**config.mk**
```make
export PLATFORM = sky130hd
export DESIGN_NAME = io_uart_tx
export DESIGN_NICKNAME = d
export VERILOG_FILES = /design/src/rtl/io_uart_pkg.sv /design/src/rtl/io_uart_tx_fifo.sv /design/src/rtl/io_uart_tx.sv
export SDC_FILE = /design/constraint.sdc
export NUM_CORES = 1
export LEC_CHECK = 0
export ABC_AREA = 1
export CAP_MARGIN = 20
export CORE_AREA = 4 4 111 113
export DETAILED_ROUTE_END_ITERATION = 7
export DIE_AREA = 0 0 115 117
export GPL_ROUTABILITY_DRIVEN = 0
export PLACE_DENSITY = 0.78
export SLEW_MARGIN = 10
export SYNTH_ARGS = -nofsm -noshare
export SYNTH_HDL_FRONTEND = slang
export SYNTH_SLANG_ARGS = --single-unit
```
**constraint.sdc**
```tcl
create_clock -name clk -period 2.8 [get_ports clk]
set_input_delay 0.56 -clock clk [delete_from_list [all_inputs] [get_ports clk]]
set_output_delay 0.56 -clock clk [all_outputs]
set_load 0.01 [all_outputs]
```
**src/rtl/io_uart_pkg.sv**
```systemverilog
// rtl/io_uart_pkg.sv - shared constants and types for the I/O UART transmitter
//
// Purpose: register word offsets, STATUS/CTRL bit positions and the shifter
// state encoding shared by io_uart_tx and its testbench.
// Ports: none (package).
package io_uart_pkg;

  // Register word offsets, selected by addr[2:1]
  localparam logic [1:0] WORD_DATA   = 2'd0;
  localparam logic [1:0] WORD_STATUS = 2'd1;
  localparam logic [1:0] WORD_DIV    = 2'd2;
  localparam logic [1:0] WORD_CTRL   = 2'd3;

  // STATUS bit positions
  localparam int STAT_FULL  = 0;
  localparam int STAT_EMPTY = 1;
  localparam int STAT_BUSY  = 2;
  localparam int STAT_OVF   = 3;

  // CTRL bit positions
  localparam int CTRL_EN    = 0;
  localparam int CTRL_IRQEN = 1;

  typedef enum logic [1:0] {
    IDLE  = 2'd0,
    START = 2'd1,
    DATA  = 2'd2,
    STOP  = 2'd3
  } tx_state_t;

endpackage

```
**src/rtl/io_uart_tx_fifo.sv**
```systemverilog
// rtl/io_uart_tx_fifo.sv - byte-wide synchronous FIFO feeding the UART shifter
//
// Purpose: small circular buffer; the caller only asserts push_i when the
// byte can be accepted (not full, or a pop in the same cycle) and pop_i when
// not empty. dout_o shows the head entry combinationally.
// Ports:
//   clk      system clock
//   reset    asynchronous active-high reset (empties the FIFO)
//   push_i   write din_i at the tail
//   pop_i    advance the head
//   din_i    byte to push
//   dout_o   byte at the head
//   full_o   DEPTH entries held
//   empty_o  no entries held
import io_uart_pkg::*;

module io_uart_tx_fifo #(
  parameter int DEPTH = 4
) (
  input  logic       clk,
  input  logic       reset,
  input  logic       push_i,
  input  logic       pop_i,
  input  logic [7:0] din_i,
  output logic [7:0] dout_o,
  output logic       full_o,
  output logic       empty_o
);

  localparam int AW = $clog2(DEPTH);
  localparam logic [AW:0] FULL_CNT = (AW+1)'(DEPTH);

  logic [7:0]    mem_q [DEPTH];
  logic [AW-1:0] wr_ptr_q, rd_ptr_q;
  logic [AW:0]   count_q;

  // Depth is a power of two, so the pointers wrap by natural overflow.
  always_ff @(posedge clk or posedge reset) begin
    if (reset) begin
      wr_ptr_q <= '0;
      rd_ptr_q <= '0;
      count_q  <= '0;
    end else begin
      if (push_i) wr_ptr_q <= wr_ptr_q + AW'(1);
      if (pop_i)  rd_ptr_q <= rd_ptr_q + AW'(1);
      case ({push_i, pop_i})
        2'b10:   count_q <= count_q + (AW+1)'(1);
        2'b01:   count_q <= count_q - (AW+1)'(1);
        default: count_q <= count_q;
      endcase
    end
  end

  // Storage needs no reset; a push while full with a simultaneous pop
  // overwrites the slot being read, which is safe since dout_o is read first.
  always_ff @(posedge clk) begin
    if (push_i) mem_q[wr_ptr_q] <= din_i;
  end

  assign dout_o  = mem_q[rd_ptr_q];
  assign full_o  = (count_q == FULL_CNT);
  assign empty_o = (count_q == '0);

endmodule

```
**src/rtl/io_uart_tx.sv**
```systemverilog
// rtl/io_uart_tx.sv - memory-mapped UART transmitter with TX FIFO and level irq
//
// Purpose: decodes an 8-byte register window (DATA, STATUS, DIV, CTRL),
// queues bytes in a FIFO and serialises them 8N1, LSB first, on tx.
// Ports:
//   clk          system clock
//   reset        asynchronous active-high reset
//   dread_addr   read byte address
//   dread_data   registered read data, valid the cycle after dread_addr
//   dwrite_addr  write byte address
//   dwrite_data  write data
//   dwrite_en    byte-lane enables ([0] low, [1] high), pre-gated to I/O space
//   tx           serial output, idle high
//   interrupt    level irq: irq_en && FIFO empty && shifter idle
import io_uart_pkg::*;

module io_uart_tx #(
  parameter logic [15:0] BASEADDR    = 16'h0010,
  parameter int          FIFO_DEPTH  = 4,
  parameter logic [15:0] DEFAULT_DIV = 16'd3
) (
  input  logic        clk,
  input  logic        reset,
  input  logic [15:0] dread_addr,
  output logic [15:0] dread_data,
  input  logic [15:0] dwrite_addr,
  input  logic [15:0] dwrite_data,
  input  logic [1:0]  dwrite_en,
  output logic        tx,
  output logic        interrupt
);

  // Address decode
  logic       wr_hit, rd_hit;
  logic [1:0] wr_word, rd_word;

  assign wr_hit  = (dwrite_addr[15:3] == BASEADDR[15:3]);
  assign wr_word = dwrite_addr[2:1];
  assign rd_hit  = (dread_addr[15:3] == BASEADDR[15:3]);
  assign rd_word = dread_addr[2:1];

  logic unused_addr_lsb;
  assign unused_addr_lsb = ^{dread_addr[0], dwrite_addr[0]};

  // Register file
  logic [15:0] div_q, div_d;
  logic        en_q, en_d;
  logic        irq_en_q, irq_en_d;
  logic        ovf_q, ovf_d;
  logic [15:0] rd_data_q, rd_data_d;
  logic        irq_q;

  // Shifter
  tx_state_t   state_q, state_d;
  logic [15:0] cnt_q, cnt_d;
  logic [2:0]  bit_q, bit_d;
  logic [7:0]  shreg_q, shreg_d;
  logic        tx_q, tx_d;

  // FIFO interface
  logic       push_req, push_ok, pop;
  logic [7:0] fifo_dout;
  logic       fifo_full, fifo_empty;

  assign push_req = wr_hit && (wr_word == WORD_DATA) && dwrite_en[0];
  // A full FIFO still accepts when the shifter frees a slot this cycle.
  assign push_ok  = push_req && (!fifo_full || pop);

  io_uart_tx_fifo #(
    .DEPTH (FIFO_DEPTH)
  ) u_fifo (
    .clk     (clk),
    .reset   (reset),
    .push_i  (push_ok),
    .pop_i   (pop),
    .din_i   (dwrite_data[7:0]),
    .dout_o  (fifo_dout),
    .full_o  (fifo_full),
    .empty_o (fifo_empty)
  );

  // Register writes
  always_comb begin
    div_d    = div_q;
    en_d     = en_q;
    irq_en_d = irq_en_q;
    ovf_d    = ovf_q;
    if (wr_hit && (wr_word == WORD_DIV)) begin
      if (dwrite_en[0]) div_d[7:0]  = dwrite_data[7:0];
      if (dwrite_en[1]) div_d[15:8] = dwrite_data[15:8];
    end
    if (wr_hit && (wr_word == WORD_CTRL) && dwrite_en[0]) begin
      en_d     = dwrite_data[CTRL_EN];
      irq_en_d = dwrite_data[CTRL_IRQEN];
    end
    if (wr_hit && (wr_word == WORD_STATUS) && dwrite_en[0] && dwrite_data[STAT_OVF])
      ovf_d = 1'b0;
    if (push_req && !push_ok)
      ovf_d = 1'b1;
  end

  // Read mux
  always_comb begin
    rd_data_d = 16'h0000;
    if (rd_hit) begin
      case (rd_word)
        WORD_STATUS: begin
          rd_data_d[STAT_FULL]  = fifo_full;
          rd_data_d[STAT_EMPTY] = fifo_empty;
          rd_data_d[STAT_BUSY]  = (state_q != IDLE);
          rd_data_d[STAT_OVF]   = ovf_q;
        end
        WORD_DIV: rd_data_d = div_q;
        WORD_CTRL: begin
          rd_data_d[CTRL_EN]    = en_q;
          rd_data_d[CTRL_IRQEN] = irq_en_q;
        end
        default: rd_data_d = 16'h0000;
      endcase
    end
  end

  // Shifter next state; every bit period is a countdown from DIV to 0.
  always_comb begin
    state_d = state_q;
    cnt_d   = cnt_q;
    bit_d   = bit_q;
    shreg_d = shreg_q;
    pop     = 1'b0;
    case (state_q)
      IDLE: begin
        if (en_q && !fifo_empty) begin
          pop     = 1'b1;
          shreg_d = fifo_dout;
          cnt_d   = div_q;
          state_d = START;
        end
      end
      START: begin
        if (cnt_q == 16'd0) begin
          cnt_d   = div_q;
          bit_d   = 3'd0;
          state_d = DATA;
        end else begin
          cnt_d = cnt_q - 16'd1;
        end
      end
      DATA: begin
        if (cnt_q == 16'd0) begin
          cnt_d = div_q;
          if (bit_q == 3'd7) begin
            state_d = STOP;
          end else begin
            bit_d   = bit_q + 3'd1;
            shreg_d = shreg_q >> 1;
          end
        end else begin
          cnt_d = cnt_q - 16'd1;
        end
      end
      STOP: begin
        if (cnt_q == 16'd0) begin
          // Chain straight into the next frame when more data is waiting.
          if (en_q && !fifo_empty) begin
            pop     = 1'b1;
            shreg_d = fifo_dout;
            cnt_d   = div_q;
            state_d = START;
          end else begin
            state_d = IDLE;
          end
        end else begin
          cnt_d = cnt_q - 16'd1;
        end
      end
      default: state_d = IDLE;
    endcase

    // tx follows the state being entered so it changes on the same edge.
    case (state_d)
      START:   tx_d = 1'b0;
      DATA:    tx_d = shreg_d[0];
      default: tx_d = 1'b1;
    endcase
  end

  always_ff @(posedge clk or posedge reset) begin
    if (reset) begin
      div_q     <= DEFAULT_DIV;
      en_q      <= 1'b0;
      irq_en_q  <= 1'b0;
      ovf_q     <= 1'b0;
      rd_data_q <= 16'h0000;
      irq_q     <= 1'b0;
      state_q   <= IDLE;
      cnt_q     <= 16'd0;
      bit_q     <= 3'd0;
      shreg_q   <= 8'h00;
      tx_q      <= 1'b1;
    end else begin
      div_q     <= div_d;
      en_q      <= en_d;
      irq_en_q  <= irq_en_d;
      ovf_q     <= ovf_d;
      rd_data_q <= rd_data_d;
      irq_q     <= irq_en_q && fifo_empty && (state_q == IDLE);
      state_q   <= state_d;
      cnt_q     <= cnt_d;
      bit_q     <= bit_d;
      shreg_q   <= shreg_d;
      tx_q      <= tx_d;
    end
  end

  assign dread_data = rd_data_q;
  assign tx         = tx_q;
  assign interrupt  = irq_q;

endmodule

```
; ---- Word level (Yosys, flattened, before mapping)
; Memories as Yosys holds them, arrays and structs flattened.
; Cells that the tools add are included.
[classes]
addsub = 6
eq_ne = 21
n_mux = 33
reduce_logical = 31
[op_table]
columns = operator, count
row1 = $mux 16, 4
row2 = $pmux 16 s3, 1
row3 = $mux 8, 4
row4 = $eq 13x2->1 const B, 2
row5 = $pmux 8 s3, 1
row6 = $eq 2x2->1 const B, 8
row7 = $logic_not 16->1, 1
row8 = $sub 16x1->16 const B, 1
row9 = $logic_and 1x1->1, 13
row10 = $mux 12, 1
row11 = $pmux 3 s2, 2
row12 = $eq 2x1->1 const B, 5
row13 = $mux 2, 5
row14 = $mux 3, 3
row15 = $ne 2x2->1 const B, 4
row16 = $pmux 2 s4, 1
row17 = $reduce_and 4->1, 2
row18 = $reduce_bool 2->1, 4
row19 = $mux 1, 7
row20 = $add 3x1->3 const B, 2
row21 = $eq 3x3->1 const B, 2
row22 = $pmux 2 s3, 1
row23 = $add 2x1->2 const B, 2
row24 = $logic_not 2->1, 2
row25 = other kinds (9), 13
[totals]
ff_bits = 73
mem_bits_rw = 32
in_bits = 52
out_inout_bits = 18
word_cells = 108
memories = 1
[mem_list]
columns = name, depth, word_bits, rd, rd_ports_with_merged_regs, wr, line_no
row1 = u_fifo.mem_q, 4, 8, 1, 0, 1, io_uart_tx_fifo.sv:33  ; logic [7:0] mem_q [DEPTH];

; ---- Logic depth before layout (Yosys ltp)
[depth]
word_depth = 11
mapped_depth = 15
mapped_depth_nobuf = 15

; ---- Hierarchy
; From an unflattened synthesis, not the netlist that was laid out.
[hier_totals]
hier_cells = 673
area_unflattened_um2 = 5781.8
[by_module_without_submodules]
columns = mod, n_inst, cells_per_inst, area_per_inst_um2, seq_area_each_um2
row1 = io_uart_tx, 1, 530, 4071.4, 1655.3
row2 = io_uart_tx_fifo, 1, 143, 1710.4, 1136.1

; ---- Least setup slack after synthesis
; OpenSTA, ideal clock, no wires.
[synth_timing]
kind = register -> register
start = reg state_q[0]
end = reg u_fifo.count_q[2]
setup_time_ns = 0.131
arrival_time_ns = 2.211
required_ns = 2.669
setup_slack_ns = 0.458
path_stages_with_launch = 14
path_buffers = 1
synth_period_minus_slack_ns = 2.342
path_cell_list = dfrtp_1 ha_1 buf_1 nand3_4 nand2_4 nand3_4 nand2_2 nand2_4 ha_1 inv_1 fa_1 a21oi_1 o21ai_0 xor2_1
[synth_between]
elab_chain_cells = 6
elab_cells_between_ends = 9
classes_between = eq/ne (3) / mux (2) / reduce/logical (4)
[synth_lines]
columns = item, line_no
row1 = start: declaration, io_uart_tx.sv:54  ; tx_state_t state_q, state_d;
row2 = start signal: assignment, io_uart_tx.sv:207  ; state_q <= state_d;
row3 = $eq 2x2->1 or $logic_not 2->1 (tied branches), io_uart_tx.sv:130  ; case (state_q)
row4 = $pmux 1 s2 (*), io_uart_tx.sv:130
row5 = $logic_or 1x1->1, io_uart_tx.sv:67  ; assign push_ok = push_req && (!fifo_full || pop);
row6 = $logic_and 1x1->1, io_uart_tx.sv:67
row7 = $eq 2x1->1 or $eq 2x2->1 (tied branches), io_uart_tx_fifo.sv:46  ; case ({push_i, pop_i})
row8 = $pmux 3 s2 or $reduce_bool 2->1 (tied branches), -
row9 = end signal: assignment, io_uart_tx_fifo.sv:47  ; 2'b10: count_q <= count_q + (AW+1)'(1);
row10 = end signal: assignment, io_uart_tx_fifo.sv:48  ; 2'b01: count_q <= count_q - (AW+1)'(1);
row11 = end signal: assignment, io_uart_tx_fifo.sv:49  ; default: count_q <= count_q;
row12 = end: declaration, io_uart_tx_fifo.sv:35  ; logic [AW:0] count_q;
; Mark *: on every way between the ends. The rest lies on a longest branch, timed or not.
; A chain may end at the register's enable or synchronous reset.

; ---- Worst setup path in the final report
[layout_timing]
start = reg cnt_q[0]
end = reg u_fifo.count_q[2]
[layout_between]
elab_chain_cells = 7
elab_cells_between_ends = 9
classes_between = eq/ne (2) / mux (3) / reduce/logical (4)
[layout_lines]
columns = item, line_no
row1 = start: declaration, io_uart_tx.sv:55  ; logic [15:0] cnt_q, cnt_d;
row2 = start signal: assignment, io_uart_tx.sv:208  ; cnt_q <= cnt_d;
row3 = $logic_not 16->1 (*), io_uart_tx.sv:162  ; if (cnt_q == 16'd0) begin
row4 = $mux 1 (*), io_uart_tx.sv:162
row5 = $pmux 1 s2 (*), io_uart_tx.sv:130
row6 = via pop, io_uart_tx.sv:61  ; logic push_req, push_ok, pop;
row7 = $logic_or 1x1->1, io_uart_tx.sv:67
row8 = $logic_and 1x1->1, io_uart_tx.sv:67
row9 = $eq 2x1->1 or $eq 2x2->1 (tied branches), io_uart_tx_fifo.sv:46
row10 = $pmux 3 s2 or $reduce_bool 2->1 (tied branches), -
; The timed path passes the listed nets; every way through them passes the cells marked *.

==> results by group <==
Global route
  • Remaining global-route overflow: 0
  • Maximum number of pins on one net before global-route repair: 74
  • Initial antenna violation count: 0
  • Wire length of the first global-routing pass: between 20000 and 25000 um
  • Number of global-route vias before repair: roughly 4700
  • GRT Util Overall: 0.202

Finish
  • Leading cell types in the layout, fill and taps excluded: sky130_fd_sc_hd__nand2_1, sky130_fd_sc_hd__inv_1, sky130_fd_sc_hd__dfrtp_1
  • Number of nets in the layout: 791
  • Final Instance Area: 6730 um^2
  • Fraction of layout instances using a drive strength above 1: 0.109
  • Multi-input logic area: around 2400 um^2
  • Number of fillers in the final layout: 970
  • Antenna diode count: 0
  • Flip-flop and latch area: about 2800 um^2
  • Signed area change from the synthesized netlist to the final layout: 21.2%
  • Most common cell after layout, fill and taps aside: sky130_fd_sc_hd__nand2_1

Detailed routing
  • Vias: ~4600
  • DR pass1 iterations: 5
  • Violation count after the first detailed-routing iteration: 449
  • Count of nets left with antenna violations after detail routing: 0
  • Routed via count divided by cell count: 5.34
  • Wire length reported by the detailed router: 13000 um
  • Remaining DRCs: 0
  • WL/cell: between 10 and 15 um

STA
  • Clock skew: between 0.004 and 0.005 ns
  • Final Critical Period: 2.58 ns
  • Final setup slack of the worst path: 0.217 ns
  • Setup repair after global routing missed its margin: false
  • Final count of negative-setup-slack endpoints: 0
  • Slew Viols, Final: 0
  • Period utilization: 0.923
  • Highest clock frequency the design can meet: between 300 and 400 MHz
  • Aggregate negative setup slack: 0 ns
  • Max-Slew Margin vs Limit: 0.537
  • Slew of the pin with the lowest slew margin: 0.693 ns
  • Number of endpoints with negative hold slack in the final report: 0

Power and ir drop
  • Relative contribution of the clock network to total power: 0.387
  • Power per standard cell area: between 400 and 500 nW/um^2
  • Sequential share of power: 0.528
  • Internal Pwr Total: around 0.0023 W
  • Net switching power: 0.000704 W
  • P_leak: 3.05 nW
  • Share of total power consumed by net switching: 0.234
  • Max rail drop VDD: 0.328 mV
  • Power after layout: approximately 0.003 W
  • Logic gate share of total power: 0.084

Clocking
  • CTS clock-pin slew for the worst setup and hold paths: 0.07 ns
  • CTS sink cnt: 105
  • CTS tree: built
  • CTS H-tree depth: 3
  • Hold_buf cts: 0
  • Maximum count of clock buffers along a single path: 2
  • Buffer type at the clock tree root: sky130_fd_sc_hd__clkbuf_16
  • Skew-Pair Late Insertion Delay: around 0.35 ns
  • CTS Buf Count: 9

Synthesis
  • YS warnings: 0
  • Synthesized net count: 711
  • Proportion of synthesized chip area in sequential cells: 0.503
  • Synth async-reset ratio: 0.695
  • Total of flip-flops plus latches after synthesis: roughly 110
  • Number of synthesized flops with an enable pin: 32
  • Gate count of the mapped netlist: between 600 and 700
  • Synthesized area: 5550 um^2
  • Post-Syn Area per Cell: 8.68 um^2
  • Unique masters post-synth: 49
  • Top_reg_cell synth: sky130_fd_sc_hd__dfrtp_1

Die
  • Overall die area: approximately 13000 um^2
  • Die outline height: about 120 um
  • Core region area: ~11000 um^2
  • Count of standard-cell rows: 39
  • Number of I/O pins: 70
  • Die boundary width: ~120 um
  • Initial core utilization: 0.491

Worst setup path
  • Worst endpoint required time: 3.03 ns
  • Worst Path Max Fanout: 9
  • Terminus of the critical flop-to-flop path: u_fifo.count_q[2]
  • Startpoint of the worst setup timing path: cnt_q[0]
  • Worst-case register-to-register setup slack: 0.22 ns
  • Critical Path Source Type: flip-flop
  • Critical path class: flip-flop to flip-flop
  • Data arrival time at the worst-slack endpoint: between 2 and 3 ns
  • Source of the worst register-to-register timing path: cnt_q[0]
  • Setup crit end: u_fifo.count_q[2]
  • Sort of element at the end of the critical path: flip-flop
  • Number of cells traversed by the worst register-to-register path: 14

Placed design
  • Total half-perimeter wirelength after legalization and detailed placement: 9470 um
  • Post-Place Setup Slack: around 0.044 ns
  • I/O Buffers: 67
  • Placed instance area: ~6500 um^2

Hold path
  • Path class of the lowest-slack min-delay path: flip-flop to flip-flop

Status
  • Status: complete, no violations

Run
  • MaxCap Viol Count: 0
==> how the worst min path moves through the flow <==
stage	start	to	slack, ns	cells after the start
6_report	div_q[14]	div_q[14]	0.49	2
5_1_grt	bit_q[1]	bit_q[1]	0.52	2
4_1_cts	div_q[14]	div_q[14]	0.50	2
3_5_place_dp	div_q[14]	div_q[14]	0.48	2
3_3_place_gp	div_q[8]	div_q[8]	0.47	2
2_1_floorplan	shreg_q[0]	shreg_q[0]	0.44	2
==> through the flow <==
stage,util,std cells,hold WS [ns]
final,0.594,868,0.490
after global routing,0.594,868,0.519
after CTS,0.594,867,0.496
after detailed placement,0.570,851,0.480
after global placement,0.570,851,0.471
after floorplan,-,640,0.444
==> per-layer routing <==
| layer | vias to the layer above | GRT usage | wire length [um] |
|---|---|---|---|
| li1 | 2245 | - | - |
| met4 | 0 | 0.0720 | 208 |
| met5 | - | 0 | 0 |
| met1 | 2189 | 0.252 | 5440 |
| met2 | 184 | 0.349 | 6450 |
| met3 | 19 | 0.0427 | 886 |
==> cells in the mapped netlist (4+ instances only) <==
library cell	count	share of area
sky130_fd_sc_hd__o21ai_2	8	0.013
sky130_fd_sc_hd__nand2_4	4	0.0081
sky130_fd_sc_hd__xor2_1	12	0.019
sky130_fd_sc_hd__o21ai_1	7	0.0063
sky130_fd_sc_hd__nor2_1	59	0.040
sky130_fd_sc_hd__nand2_1	148	0.10
sky130_fd_sc_hd__nor2_2	6	0.0068
sky130_fd_sc_hd__dfrtp_1	70	0.32
sky130_fd_sc_hd__ha_1	18	0.041
sky130_fd_sc_hd__inv_1	77	0.052
sky130_fd_sc_hd__a21oi_1	8	0.0072
sky130_fd_sc_hd__nand2_2	7	0.0079
sky130_fd_sc_hd__nor3_1	18	0.016
sky130_fd_sc_hd__edfxtp_1	32	0.17
sky130_fd_sc_hd__nand3_1	39	0.035
sky130_fd_sc_hd__clkbuf_1	5	0.0034
sky130_fd_sc_hd__o21ai_0	56	0.050
sky130_fd_sc_hd__buf_2	5	0.0045
sky130_fd_sc_hd__mux2_2	6	0.012
sky130_fd_sc_hd__o211ai_1	4	0.0054
sky130_fd_sc_hd__o22ai_1	7	0.0079
==> area by class of cell <==
| cell class | instances | area share |
|---|---|---|
| inverters | 83 | 0.0463 |
| clock buffers | 11 | 0.0346 |
| multi-input cells | 437 | 0.352 |
| repair buffers | 84 | 0.120 |
| well taps | 143 | 0.0266 |
| clock inverters | 5 | 0.00539 |
| flip-flops and latches | 105 | 0.415 |
==> state kept, by name, indices dropped and copies added, names as in the netlist, 3 cells and up <==
register and flops:
dread_data 16, div_q 16, cnt_q 16, bit_q 3, u_fifo.mem_q 32, shreg_q 8
u_fifo.count_q 3
==> worst max-delay path: stages (launching register included) <==
cell,delay (ns)
sky130_fd_sc_hd__dfrtp_1,0.38
sky130_fd_sc_hd__inv_2,0.09
sky130_fd_sc_hd__ha_2,0.21
sky130_fd_sc_hd__nand2_2,0.13
sky130_fd_sc_hd__nor2_4,0.15
sky130_fd_sc_hd__nand3_4,0.11
sky130_fd_sc_hd__nand2_4,0.14
sky130_fd_sc_hd__nand3_4,0.12
sky130_fd_sc_hd__inv_1,0.09
sky130_fd_sc_hd__ha_1,0.15
sky130_fd_sc_hd__inv_1,0.07
sky130_fd_sc_hd__fa_1,0.39
sky130_fd_sc_hd__a21oi_1,0.16
sky130_fd_sc_hd__o21ai_0,0.12
sky130_fd_sc_hd__xor2_1,0.15
==> kinds of logic after synthesis <==
family	count (synthesis)	synth area share
fa+ha+maj	19	0.0442
mux	6	0.0122
flops	105	0.503
compound gates	101	0.105
xor+xnor	14	0.0221
simple gates	297	0.242
buf+inv	98	0.0714
==> power by group through the flow <==
stage | Sequential (W) | Clock, W | Combinational (W)
after detailed placement | 0.00162 | 0 | 0.000251
after global routing | 0.00159 | 0.00125 | 0.000283
after floorplan | 0.00162 | 0 | 0.000134
final | 0.00159 | 0.00117 | 0.000254
after global placement | 0.00162 | 0 | 0.000243
after CTS | 0.00159 | 0.00118 | 0.000253
==> repair_timing <==
action                                 in CTS  in global routing
setup endpoints to repair                   0                  1
setup buffers                               0                  1
endpoints found under the hold margin       0                  0
resized for setup                           0                  2
Note: power is estimated with default switching activity, not from simulation.
